### src/rtl/video_timing_gen.sv
// Raster timing generator with runtime-reprogrammable, frame-boundary double-buffered timing.
// All outputs are registered and advance one step per pixel enable.
module video_timing_gen #(
    parameter int CW       = 12,
    parameter int PIX_DIV  = 1,
    parameter int H_ACTIVE = 1280,
    parameter int H_FP     = 110,
    parameter int H_SYNC   = 40,
    parameter int H_BP     = 220,
    parameter int V_ACTIVE = 720,
    parameter int V_FP     = 5,
    parameter int V_SYNC   = 5,
    parameter int V_BP     = 20,
    parameter bit H_POL    = 1'b1,
    parameter bit V_POL    = 1'b1
) (
    input  logic          clk,
    input  logic          reset,
    input  logic [CW-1:0] cfg_h_active,
    input  logic [CW-1:0] cfg_h_fp,
    input  logic [CW-1:0] cfg_h_sync,
    input  logic [CW-1:0] cfg_h_bp,
    input  logic [CW-1:0] cfg_v_active,
    input  logic [CW-1:0] cfg_v_fp,
    input  logic [CW-1:0] cfg_v_sync,
    input  logic [CW-1:0] cfg_v_bp,
    input  logic          cfg_load,
    output logic          cfg_pending,
    output logic          cfg_err,
    output logic          pix_ce,
    output logic [CW-1:0] x,
    output logic [CW-1:0] y,
    output logic          hsync,
    output logic          vsync,
    output logic          visible,
    output logic          line_start,
    output logic          frame_start
);

    typedef struct packed {
        logic [CW-1:0] ha, hfp, hs, hbp;
        logic [CW-1:0] va, vfp, vs, vbp;
    } timing_t;

    localparam timing_t TIM_DEF = '{
        ha: CW'(H_ACTIVE), hfp: CW'(H_FP), hs: CW'(H_SYNC), hbp: CW'(H_BP),
        va: CW'(V_ACTIVE), vfp: CW'(V_FP), vs: CW'(V_SYNC), vbp: CW'(V_BP)
    };

    localparam int            DW       = (PIX_DIV > 1) ? $clog2(PIX_DIV) : 1;
    localparam logic [DW-1:0] DIV_LAST = DW'(PIX_DIV - 1);

    timing_t       live, shadow, cfg_in;
    logic [DW-1:0] div_cnt;
    logic          ce;
    logic [CW-1:0] h_pos, v_pos;
    logic [CW-1:0] h_total, v_total, h_sync_lo, h_sync_hi, v_sync_lo, v_sync_hi;
    logic          h_act, v_act, h_syn, v_syn, h_last, v_last, frame_end;
    logic          fields_ok, load_ok;

    assign cfg_in = '{
        ha: cfg_h_active, hfp: cfg_h_fp, hs: cfg_h_sync, hbp: cfg_h_bp,
        va: cfg_v_active, vfp: cfg_v_fp, vs: cfg_v_sync, vbp: cfg_v_bp
    };

    assign fields_ok = (cfg_in.ha != '0) && (cfg_in.hfp != '0) && (cfg_in.hs != '0) &&
                       (cfg_in.hbp != '0) && (cfg_in.va != '0) && (cfg_in.vfp != '0) &&
                       (cfg_in.vs != '0) && (cfg_in.vbp != '0);
    assign load_ok   = cfg_load && fields_ok;
    assign ce        = (div_cnt == DIV_LAST);

    // Region decode always uses the live set on the pre-increment position.
    always_comb begin
        h_total   = live.ha + live.hfp + live.hs + live.hbp;
        v_total   = live.va + live.vfp + live.vs + live.vbp;
        h_sync_lo = live.ha + live.hfp;
        h_sync_hi = h_sync_lo + live.hs;
        v_sync_lo = live.va + live.vfp;
        v_sync_hi = v_sync_lo + live.vs;
        h_act     = (h_pos < live.ha);
        v_act     = (v_pos < live.va);
        h_syn     = (h_pos >= h_sync_lo) && (h_pos < h_sync_hi);
        v_syn     = (v_pos >= v_sync_lo) && (v_pos < v_sync_hi);
        h_last    = (h_pos == h_total - CW'(1));
        v_last    = (v_pos == v_total - CW'(1));
        frame_end = ce && h_last && v_last;
    end

    always_ff @(posedge clk or negedge reset) begin
        if (!reset) begin
            div_cnt <= '0;
            pix_ce  <= 1'b0;
        end else begin
            div_cnt <= ce ? '0 : div_cnt + 1'b1;
            pix_ce  <= ce;
        end
    end

    always_ff @(posedge clk or negedge reset) begin
        if (!reset) begin
            h_pos <= '0;
            v_pos <= '0;
        end else if (ce) begin
            if (h_last) begin
                h_pos <= '0;
                v_pos <= v_last ? '0 : v_pos + CW'(1);
            end else begin
                h_pos <= h_pos + CW'(1);
            end
        end
    end

    // A load coinciding with the boundary lands in the shadow after the old shadow went live.
    always_ff @(posedge clk or negedge reset) begin
        if (!reset) begin
            live        <= TIM_DEF;
            shadow      <= TIM_DEF;
            cfg_pending <= 1'b0;
            cfg_err     <= 1'b0;
        end else begin
            if (frame_end && cfg_pending) live <= shadow;
            if (load_ok) shadow <= cfg_in;
            cfg_pending <= load_ok ? 1'b1 : (frame_end ? 1'b0 : cfg_pending);
            cfg_err     <= cfg_load && !fields_ok;
        end
    end

    always_ff @(posedge clk or negedge reset) begin
        if (!reset) begin
            x           <= '0;
            y           <= '0;
            hsync       <= ~H_POL;
            vsync       <= ~V_POL;
            visible     <= 1'b0;
            line_start  <= 1'b0;
            frame_start <= 1'b0;
        end else if (ce) begin
            x           <= h_act ? h_pos : '0;
            y           <= v_act ? v_pos : '0;
            hsync       <= h_syn ? H_POL : ~H_POL;
            vsync       <= v_syn ? V_POL : ~V_POL;
            visible     <= h_act && v_act;
            line_start  <= (h_pos == '0);
            frame_start <= (h_pos == '0) && (v_pos == '0);
        end
    end

endmodule
### config.mk
export PLATFORM = sky130hd
export DESIGN_NAME = video_timing_gen
export DESIGN_NICKNAME = d
export VERILOG_FILES = /design/src/rtl/video_timing_gen.sv
export SDC_FILE = /design/constraint.sdc
export NUM_CORES = 1
export LEC_CHECK = 0
export ABC_AREA = 1
export CAP_MARGIN = 20
export CORE_AREA = 3 3 158 160
export CTS_BUF_LIST = sky130_fd_sc_hd__clkbuf_4 sky130_fd_sc_hd__clkbuf_8
export CTS_CLUSTER_DIAMETER = 60
export DETAILED_ROUTE_END_ITERATION = 6
export DIE_AREA = 0 0 161 163
export PLACE_DENSITY = 0.87
export SLEW_MARGIN = 10
export SYNTH_ARGS = -nofsm -noshare
export SYNTH_HDL_FRONTEND = slang
export SYNTH_SLANG_ARGS = --single-unit
export TNS_END_PERCENT = 20
### constraint.sdc
create_clock -name clk -period 8.15 [get_ports clk]
set_input_delay 1.2225 -clock clk [delete_from_list [all_inputs] [get_ports clk]]
set_output_delay 1.2225 -clock clk [all_outputs]
set_load 0.01 [all_outputs]
==> flow_metrics.env <==
export IMPL_drt_initial_drc_count=1328
export IMPL_hold_viol_final=0
export IMPL_slew_viol_final=0
export IMPL_tightestPinTransition_ns=1.02
export IMPL_routed_wl_um=37500
export IMPL_syn_inst=1983
export IMPL_ir_worst_vdd_mv=0.144
export IMPL_syn_nets=2242
export IMPL_ios=131
export IMPL_cp_slowest_cell="dfstp_2"
export IMPL_synth_seq_cells=248
export IMPL_maxCapViolCount=0
export IMPL_cts_setup_buffers=0
export IMPL_fin_tns_setup_ns=0
export IMPL_first_pass_iters=6
export IMPL_leakagePower_uw=0.00953
export IMPL_final_nets=2380
export IMPL_crit_family="simple AND/OR/NAND/NOR gates"
export IMPL_worstPathRequired_ns=8.64
export IMPL_register_area_sq_mm=0.00627
export IMPL_die_h_um=163
export IMPL_clk_pin_slew_ns=0.06
export IMPL_overflow=0
export IMPL_hpwl_um=27500
export IMPL_rsz0062_at_grt="no"
export IMPL_routed_via_count=13500
export IMPL_track_usage_pct=29.2
export IMPL_multiInputGateArea_sq_mm=0.00766
export IMPL_cts_buffer_depth=3
export IMPL_slowest_delay_ns=0.53
export IMPL_grt_max_degree=125
export IMPL_p_per_area_mw_per_mm2=151
export IMPL_synthesis_area_sq_mm=0.0154
export IMPL_die_x_um=161
export IMPL_yosysTopAreaCell="dfrtp_1"
export IMPL_relSlewSlack_pct=31.9
export IMPL_grt_pass1_wl_um=63200
export IMPL_synthTopCellsByCount="635 x nand2_1, 334 x inv_1, 200 x dfrtp_1"
export IMPL_grt_pass1_vias=13200
export IMPL_crit_path_end_kind="flop"
export IMPL_crit_buf_inv=9
export IMPL_cts_sinks=248
export IMPL_clk_latency_ns=0.57
export IMPL_initial_core_util_pct=65.3
export IMPL_hp_class="reg -> reg"
export IMPL_area_delta_synth_final_pct=16.6
export IMPL_synth_area_leaders="dfrtp_1 33%, nand2_1 16%, ha_1 13%, dfstp_2 8.2%, inv_1 8.2%"
export IMPL_io_buffers=130
export IMPL_ctsResizeCount=0
export IMPL_drc_errors=0
export IMPL_ys_flop_type="dfrtp_1"
export IMPL_utilization_pct=76.2
export IMPL_crit_type="reg -> reg"
export IMPL_diodes=0
export IMPL_grt_antenna_before_repair=0
export IMPL_crit_fanout=43
export IMPL_synth_cell_type_count=46
export IMPL_critPathArrivalTime_ns=6.74
export IMPL_yosys_area_top_type_share_pct=32.5
export IMPL_wl_per_cell_um=15.2
export IMPL_path_common_cell="inv_1"
export IMPL_coreArea_sq_mm=0.0235
export IMPL_cts_tree="yes"
export IMPL_via_per_inst=5.47
export IMPL_min_period_ns=6.25
export IMPL_cts_htree_levels=2
export IMPL_ant_nets=0
export IMPL_yosysMostFrequentCell="nand2_1"
export IMPL_fmaxAchievable_mhz=160
export IMPL_setup_viol=0
export IMPL_status="completed"
export IMPL_drive_above_1_share_pct=6.92
export IMPL_gp_congestion=0.965
export IMPL_async_reset_ff_share_pct=100
export IMPL_std_cell_rows=56
export IMPL_cts_root_buf="clkbuf_8"
export IMPL_avgSynthCellArea_sq_um=7.75
export IMPL_die_area_sq_mm=0.0262
export IMPL_synth_enable_flop_cells=0
export IMPL_cts_hold_buffers=0
export IMPL_yosys_warnings=0
export IMPL_nFillCells=1684
export IMPL_seq_area_frac_synth_pct=40.7
export IMPL_clock_skew_ns=0.0152
export IMPL_start_kind="flop"
export IMPL_cts_buffers=43
export IMPL_post_route_period_util_pct=76.6
-- kinds of logic after synthesis --
family / count (synthesis) / synth area share (%)
XOR/XNOR: 68 / 3.87
AO/OA/AOI/OAI: 230 / 8.20
adder cells (fa/ha/maj): 160 / 13.3
buffers and inverters: 379 / 9.60
other: 1 / 0.0244
AND/OR/NAND/NOR: 897 / 24.2
flip-flops: 248 / 40.7
-- routing by layer --
metal | up-vias | GRT usage (%) | wire length [um]
met1 | 6377 | 40.8 | 16600
met2 | 512 | 47.1 | 17100
li1 | 6564 | - | -
met5 | - | 0 | 0
met3 | 83 | 4.76 | 2810
met4 | 0 | 8.92 | 1080
-- through the flow --
step	area [sq um]	total power [uW]	hold slack, ns	setup WS [ns]	cells
detailed placement	16900	1470	0.453	1.46	2394
finish	17900	2710	0.463	1.90	2473
floorplan	15400	1370	0.442	2.98	1983
CTS	17900	2740	0.463	1.40	2472
global route	17900	2820	0.479	1.34	2473
global placement	16900	1460	0.447	1.76	2394
-- registers in the layout, indices dropped and copies added, names as in the netlist --
name / count
frame_start: 1
cfg_err: 1
hsync: 1
y: 12
line_start: 1
pix_ce: 1
visible: 1
shadow: 96
cfg_pending: 1
vsync: 1
h_pos: 12
v_pos: 12
live: 96
x: 12
-- placed cells by master, fill, tap and decap left out, types with 17 or more instances in the layout --
cell type,n
a21oi_1,67
clkbuf_4,17
clkbuf_8,51
clkdlybuf4s50_1,129
dfrtp_1,200
dfstp_2,48
ha_1,154
inv_1,334
nand2_1,635
nand3_1,77
nand4_1,51
nor2_1,85
nor3_1,21
o21ai_0,122
xnor2_1,22
xor2_1,46
-- report_power, final --
group          internal (uW)  switching (uW)
Sequential              1280            27.0
Clock                    747             518
Combinational           62.5            74.0
-- cell type report --
| class | instances | area share [%] |
|---|---|---|
| multi-input cells | 1356 | 42.7 |
| flip-flops and latches | 248 | 34.9 |
| repair buffers | 137 | 7.65 |
| inverters | 335 | 7.01 |
| clock buffers | 68 | 4.63 |
| well taps | 319 | 2.23 |
| clock inverters | 10 | 0.837 |
-- final timing paths --
path / start / endpoint / slack, ns / cells past startpoint
worst max-delay path: live[24]$_DFFE_PN1P_ / live[83]$_DFFE_PN0P_ / 1.90 / 34
worst min-delay path: shadow[74]$_DFFE_PN1P_ / live[74]$_DFFE_PN1P_ / 0.46 / 2
worst max register to register: live[24]$_DFFE_PN1P_ / live[83]$_DFFE_PN0P_ / 1.90 / 34
worst min register to register: shadow[74]$_DFFE_PN1P_ / live[74]$_DFFE_PN1P_ / 0.46 / 2
max in group asynchronous: reset / x[4]$_DFF_PN0_ / 6.04 / 2
min in group asynchronous: reset / shadow[84]$_DFFE_PN0P_ / 0.70 / 1
-- tightest hold or removal path, stage by stage (launching register included) --
cell and delay [ns]:
dfstp_2 0.37, nand2_1 0.05, nand2_1 0.04
Note: power is estimated with default switching activity, not from simulation.
